`config.mk`:
```
export PLATFORM = sky130hd
export DESIGN_NAME = pulse_debounce_array
export DESIGN_NICKNAME = d
export VERILOG_FILES = /design/src/rtl/pulse_debounce_array.sv
export SDC_FILE = /design/constraint.sdc
export NUM_CORES = 2
export LEC_CHECK = 0
export CAP_MARGIN = 15
export CORE_MARGIN = 8
export CORE_UTILIZATION = 55
export DETAILED_ROUTE_END_ITERATION = 7
export GPL_TIMING_DRIVEN = 0
export HOLD_SLACK_MARGIN = 0.08
export PLACE_DENSITY_LB_ADDON = 0.25
export SLEW_MARGIN = 5
export SYNTH_ARGS = -nofsm -noshare
export SYNTH_HDL_FRONTEND = slang
export SYNTH_SLANG_ARGS = --single-unit
```
`constraint.sdc`:
```
create_clock -name clk_20m -period 3.4 [get_ports clk_20m]
set_input_delay 0.51 -clock clk_20m [delete_from_list [all_inputs] [get_ports clk_20m]]
set_output_delay 0.51 -clock clk_20m [all_outputs]
set_load 0.005 [all_outputs]
```
`src/rtl/pulse_debounce_array.sv`:
```
// Multi-channel debounce filter: per-channel synchroniser, asymmetric acceptance
// thresholds, registered edge strobes and sticky glitch flags.
module pulse_debounce_array #(
    parameter int CH          = 32,
    parameter int CNT_W       = 23,
    parameter int SYNC_STAGES = 2
) (
    input  logic             clk_20m,
    input  logic             rst_n,
    input  logic [CH-1:0]    pulse_raw,
    input  logic [CNT_W-1:0] rise_coeff,
    input  logic [CNT_W-1:0] fall_coeff,
    input  logic [CH-1:0]    glitch_clr,
    output logic [CH-1:0]    pulse_filtered,
    output logic [CH-1:0]    rise_strb,
    output logic [CH-1:0]    fall_strb,
    output logic [CH-1:0]    glitch_flag
);

    localparam logic [CNT_W-1:0] CNT_ZERO = {CNT_W{1'b0}};
    localparam logic [CNT_W-1:0] CNT_ONE  = CNT_W'(1'b1);

    logic [CH-1:0]    sync_r [SYNC_STAGES];
    logic [CH-1:0]    sync_s;
    logic [CNT_W-1:0] rise_thr_s;
    logic [CNT_W-1:0] fall_thr_s;
    logic [CNT_W-1:0] thr_s      [CH];
    logic [CNT_W:0]   cnt_inc_s  [CH];
    logic [CNT_W-1:0] cnt_r      [CH];
    logic [CNT_W-1:0] cnt_nxt_s  [CH];
    logic [CH-1:0]    filt_r,   filt_nxt_s;
    logic [CH-1:0]    rise_r,   rise_nxt_s;
    logic [CH-1:0]    fall_r,   fall_nxt_s;
    logic [CH-1:0]    glitch_r, glitch_nxt_s;

    assign sync_s     = sync_r[SYNC_STAGES-1];
    // A zero coefficient behaves as a one-clock threshold.
    assign rise_thr_s = (rise_coeff == CNT_ZERO) ? CNT_ONE : rise_coeff;
    assign fall_thr_s = (fall_coeff == CNT_ZERO) ? CNT_ONE : fall_coeff;

    // Per-channel threshold select and widened increment so c+1 never wraps.
    for (genvar g = 0; g < CH; g++) begin : g_ch
        assign thr_s[g]     = filt_r[g] ? fall_thr_s : rise_thr_s;
        assign cnt_inc_s[g] = {1'b0, cnt_r[g]} + {1'b0, CNT_ONE};
    end

    // Next-state decision per channel: reject, accept, or keep counting.
    always_comb begin
        filt_nxt_s   = filt_r;
        rise_nxt_s   = {CH{1'b0}};
        fall_nxt_s   = {CH{1'b0}};
        glitch_nxt_s = glitch_r & ~glitch_clr;
        for (int i = 0; i < CH; i++) begin
            cnt_nxt_s[i] = cnt_r[i];
            if (sync_s[i] == filt_r[i]) begin
                cnt_nxt_s[i] = CNT_ZERO;
                // Set wins over a coincident clear.
                if (cnt_r[i] != CNT_ZERO) begin
                    glitch_nxt_s[i] = 1'b1;
                end else begin
                    glitch_nxt_s[i] = glitch_r[i] & ~glitch_clr[i];
                end
            end else if (cnt_inc_s[i] >= {1'b0, thr_s[i]}) begin
                filt_nxt_s[i] = sync_s[i];
                cnt_nxt_s[i]  = CNT_ZERO;
                rise_nxt_s[i] = sync_s[i];
                fall_nxt_s[i] = ~sync_s[i];
            end else begin
                cnt_nxt_s[i] = cnt_inc_s[i][CNT_W-1:0];
            end
        end
    end

    // Input synchroniser chain.
    always_ff @(posedge clk_20m or negedge rst_n) begin
        if (!rst_n) begin
            for (int k = 0; k < SYNC_STAGES; k++) begin
                sync_r[k] <= {CH{1'b0}};
            end
        end else begin
            sync_r[0] <= pulse_raw;
            for (int k = 1; k < SYNC_STAGES; k++) begin
                sync_r[k] <= sync_r[k-1];
            end
        end
    end

    // Filter state, counters and registered outputs.
    always_ff @(posedge clk_20m or negedge rst_n) begin
        if (!rst_n) begin
            filt_r   <= {CH{1'b0}};
            rise_r   <= {CH{1'b0}};
            fall_r   <= {CH{1'b0}};
            glitch_r <= {CH{1'b0}};
            for (int i = 0; i < CH; i++) begin
                cnt_r[i] <= CNT_ZERO;
            end
        end else begin
            filt_r   <= filt_nxt_s;
            rise_r   <= rise_nxt_s;
            fall_r   <= fall_nxt_s;
            glitch_r <= glitch_nxt_s;
            for (int i = 0; i < CH; i++) begin
                cnt_r[i] <= cnt_nxt_s[i];
            end
        end
    end

    assign pulse_filtered = filt_r;
    assign rise_strb      = rise_r;
    assign fall_strb      = fall_r;
    assign glitch_flag    = glitch_r;

endmodule

```
# [After elaboration in Yosys (flattened, before gate mapping)]
# Cells that the tools add are included.
[op_classes] n_lt_le_gt_ge=32 n_mux=290 add_sub_neg=32 n_bitwise=130 reduce_logical=66 eq_ne=32
[op_table] operator="two-way mux 23 bit" n=98
[op_table] operator="adder 23 x 1 -> 24 bit (second input constant)" n=32
[op_table] operator="greater-or-equal comparator 24 x 23 -> 1 bit" n=32
[op_table] operator="nonzero test 23 bit" n=32
[op_table] operator="two-way mux 1 bit" n=192
[op_table] operator="inverter 1 bit" n=96
[op_table] operator="AND reduction 2 bit" n=32
[op_table] operator="zero test 23 bit" n=2
[op_table] operator="AND 1 bit" n=32
[op_table] operator="AND 32 bit" n=1
[op_table] operator="equality test 1 bit" n=32
[op_table] operator="inverter 32 bit" n=1
[totals] register_bits=928 in_bits=112 word_cells=651 out_inout_bits=128

# [Longest topological paths before layout]
[logic_depth] ltp_word=6 depth_mapped=15 depth_no_buf=13

# [Worst setup path after synthesis]
# OpenSTA, ideal clock, no wires.
[synth_path] path_kind="register to register" from="reg cnt_r[161] (netlist name)" to="reg filt_r[24] (netlist: pulse_filtered[24])" setup_slack_ns=0.099 required_ns=3.275 n_path_buf=0 synth_period_minus_slack_ns=3.301 stages_incl_launch_ff=13 arrival_time_ns=3.176 setup_ns=0.125 path_cell_list="dfrtp_1 -> ha_1 -> nand2_1 -> or4b_1 -> nor2_1 -> xor2_1 -> ha_1 -> o21ai_0 -> nor2_1 -> or3_1 -> a211o_1 -> a21oi_1 -> mux2_2"
[synth_via] elab_chain_len=3
[synth_lines] element="from (decl)" line="29" text="logic [CNT_W-1:0] cnt_r [CH];"
[synth_lines] element="from (signal, indexed assignment)" line="104" text="cnt_r[i] <= cnt_nxt_s[i];"
[synth_lines] element="adder 23 x 1 -> 24 bit" line="44" text="assign cnt_inc_s[g] = {1'b0, cnt_r[g]} + {1'b0, CNT_ONE};"
[synth_lines] element="greater-or-equal comparator 24 x 23 -> 1 bit" line="63" text="end else if (cnt_inc_s[i] >= {1'b0, thr_s[i]}) begin"
[synth_lines] element="AND reduction 2 bit (no line)"
[synth_lines] element="to (signal assigned)" line="91" text="filt_r <= {CH{1'b0}};"
[synth_lines] element="to (signal assigned)" line="99" text="filt_r <= filt_nxt_s;"
[synth_lines] element="to (decl)" line="31" text="logic [CH-1:0] filt_r, filt_nxt_s;"
# Every way passes these cells.
# A chain may end at the register's enable or synchronous reset.

# [Final worst setup path]
[layout_path] from="in fall_coeff[1]" to="reg filt_r[4] (netlist: pulse_filtered[4])"
[layout_via] elab_chain_len=5
[layout_lines] element="from (decl)" line="12" text="input logic [CNT_W-1:0] fall_coeff,"
[layout_lines] element="zero test 23 bit" line="39" text="assign fall_thr_s = (fall_coeff == CNT_ZERO) ? CNT_ONE : fall_coeff;"
[layout_lines] element="two-way mux 23 bit *" line="39"
[layout_lines] element="two-way mux 23 bit *" line="43" text="assign thr_s[g] = filt_r[g] ? fall_thr_s : rise_thr_s;"
[layout_lines] element="greater-or-equal comparator 24 x 23 -> 1 bit *" line="63"
[layout_lines] element="AND reduction 2 bit (no line) *"
# Mark *: on every way between the ends. The rest lies on a longest branch, timed or not.

==> impl_metrics.tcl <==
set metrics [dict create \
    htree_levels 3 \
    hold_viol 0 \
    crit_fanout 10 \
    endpoint_kind "flip-flop" \
    tightest_slew_ns 1.31 \
    start_kind "input port" \
    clkTransAtPathRegs_ns 0.06 \
    gp_congestion 0.957 \
    synth.distinct_cells 73 \
    ir_drop_mv 0.450 \
    maxCapViolations 0 \
    synth_flop_cell "dfrtp_1" \
    numCtsBuffers 107 \
    grt-ovfl-total 0 \
    final_nets 8607 \
    crit_arrival_ns 4.14 \
    first_pass_iters 6 \
    path_class "input port to flip-flop" \
    drc 0 \
    drive_gt1_frac 0.185 \
    relSlewSlack 0.128 \
    wl_per_cell_microns 24.6 \
    drt_iter0_markers 5796 \
    yosysTopAreaCell "dfrtp_1" \
    viasPerCell 6.35 \
    grt_pass1_vias 58300 \
    grt_max_degree 115 \
    dieArea_sq_um 136000 \
    fin_crit_sh 1.04 \
    slowest_delay_ns 0.95 \
    r2r_cells 12 \
    finalSetupTns_ns -7.02 \
    skew_ns 0.0230 \
    p_clk_frac 0.470 \
    yosys_warnings 0 \
    worstPathRequired_ns 4.01 \
    io_buffers 195 \
    std_cell_rows 129 \
    start_util 0.554 \
    synth_top_area_frac 0.339 \
    cts.sinks 928 \
    fillCellCount 9309 \
    num_vias 59800 \
    clockRootBuffer "clkbuf_16" \
    setup_viol 158 \
    slew_violations 0 \
    setup.worst_path.start "fall_coeff[1]" \
    avgSynthCellArea_sq_um 9.74 \
    power_frac_seq 0.407 \
    async_reset_ff_frac 1.00 \
    power_frac_comb 0.123 \
    dp_hpwl_microns 154000 \
    netlist_instances 7034 \
    internal_power_uw 20600 \
    synth.net_count 7946 \
    pre_cts_slack_ns -2.10 \
    p_leak_uw 0.0387 \
    fin_util 0.678 \
    crit_chain "clkbuf_1, clkbuf_1, mux2i_1, ha_1, a211oi_1, o21ai_0, a211oi_2, buf_4, o21ai_2, mux2_2" \
    syn-cell-area_sq_um 68500 \
    power_switching_uw 7580 \
    die_x_microns 369 \
    synth_edf_count 0 \
    min_path_type "input port to flip-flop" \
    rsz0062_at_grt "yes" \
    final_cell_mix "813 x dfrtp_1, 775 x ha_1, 734 x mux2i_1, 602 x nor2b_1, 368 x buf_4" \
    syn_to_final_growth_pct 22.2 \
    status "complete, but fails checks" \
    crit_slowest_cell "clkbuf_1" \
    ctsLongestPathBuffers 3 \
    final.setup.worst_slack_ns -0.135 \
    fin_cells 9421 \
    core_area_sq_um 124000 \
    powerDensity_nw_per_um2 336 \
    dp.cells 8882 \
    violations "negative setup slack" \
    yosys_register_bits 928 \
    synth_seq_area_share 0.339 \
    whs_path_depth 1 \
    netlist_top_cells_area "dfrtp_1 34%, ha_1 15%, mux2i_1 11%" \
    die_y_microns 369 \
    cpMostUsedCell "clkbuf_1" \
    wirelength_microns 232000 \
    min_from "pulse_raw[31]" \
    io_pins 240 \
    reg2reg_from "cnt_r[166]" \
    grt_pass1_wl_microns 340000 \
    antenna_left 0 \
    period_needed_ns 3.53 \
    switching_share 0.269 \
    grt_usage 0.317 \
    cts_tree "built" \
    antenna_found_initial 8 \
    clk_latency_ns 0.74 \
    layout_commonest_cell "dfrtp_1" \
    max_clock_freq_ghz 0.283 \
]
==> final timing paths <==
path                                endpoint  slack, ns
setup reg to reg                  cnt_r[175]      -0.06
min in group asynchronous      fall_strb[27]       0.31
max in group asynchronous         cnt_r[510]       0.76
hold reg to reg                   sync_s[28]       0.35
hold / removal                    sync_r[63]       0.21
setup / recovery           pulse_filtered[4]      -0.13
==> critical path, delay by kind of cell <==
kind,cells,cell delay [ns]
fa+ha+maj,1,0.40
buf+inv,3,1.59
compound gates,4,0.84
mux,2,0.76
==> per-stage QoR <==
stage	hold slack, ns	total power [uW]	instance area [sq um]
finish	0.209	28100	83800
global route	0.195	28900	83800
CTS	0.177	27900	79000
detailed placement	0.335	14700	72900
global placement	0.332	14600	72500
floorplan	0.214	13200	68500
==> cell families after synthesis <==
logic type	after synthesis	synth area share
adder cells (fa/ha/maj)	800	0.146
flip-flops	928	0.339
XOR/XNOR	706	0.0902
buffers and inverters	550	0.0307
multiplexers	768	0.113
AO/OA/AOI/OAI	708	0.0661
AND/OR/NAND/NOR	2574	0.215
==> synthesized netlist by cell type (37+ instances only) <==
master,instances
dfrtp_1,928
ha_1,800
mux2i_1,736
nor2b_1,647
xnor2_1,430
nand2_1,322
nand3_1,319
nor2_1,290
xor2_1,276
clkbuf_1,265
nand4_1,258
a21oi_1,216
inv_1,195
nor4_1,162
o21ai_0,145
and3_1,100
and4_1,98
nor3_1,88
buf_1,72
a211oi_1,71
a21o_1,68
nor3b_1,50
o211ai_1,40
and3b_1,38
or4_1,37
==> layer usage <==
layer  vias up  GRT usage  wire [microns]
li1      26700          -               -
met1     29200      0.411           91500
met2      3044      0.483          102000
met3       869     0.0930           24300
met4         2      0.155           14000
met5         -          0              16
==> state kept, by name (all words and copies together) (netlist names) <==
signal and flops:
cnt_r 736, fall_strb 32, glitch_flag 32, pulse_filtered 32, rise_strb 32, sync_r 32, sync_s 32
==> power by group through the flow <==
stage	clock network, uW	registers [uW]	logic (uW)
finish	13200	11500	3470
global route	13700	11500	3700
CTS	13300	11400	3170
detailed placement	0	11600	3080
global placement	0	11700	2910
floorplan	0	11600	1570
==> area by class of cell <==
type	instances	area [sq um]	area share
tap	1637	2050	0.0244
buffer	318	1790	0.0213
multi-input combinational	5556	46600	0.557
timing repair buffer	589	5210	0.0622
clock inverter	54	886	0.0106
sequential	928	23400	0.279
antenna	3	7.51	0.0000896
inverter	195	732	0.00874
clock buffer	141	3090	0.0369
==> repair_timing <==
action | CTS | global route
endpoints found under the setup margin | 832 | 760
pin swaps | 85 | 245
gates resized for setup | 440 | 792
setup buffers | 100 | 256
hold buffers | 1 | 0
cloned | 2 | 20
hold endpoints to repair | 61 | 0
(Power assumes the default switching activity.)
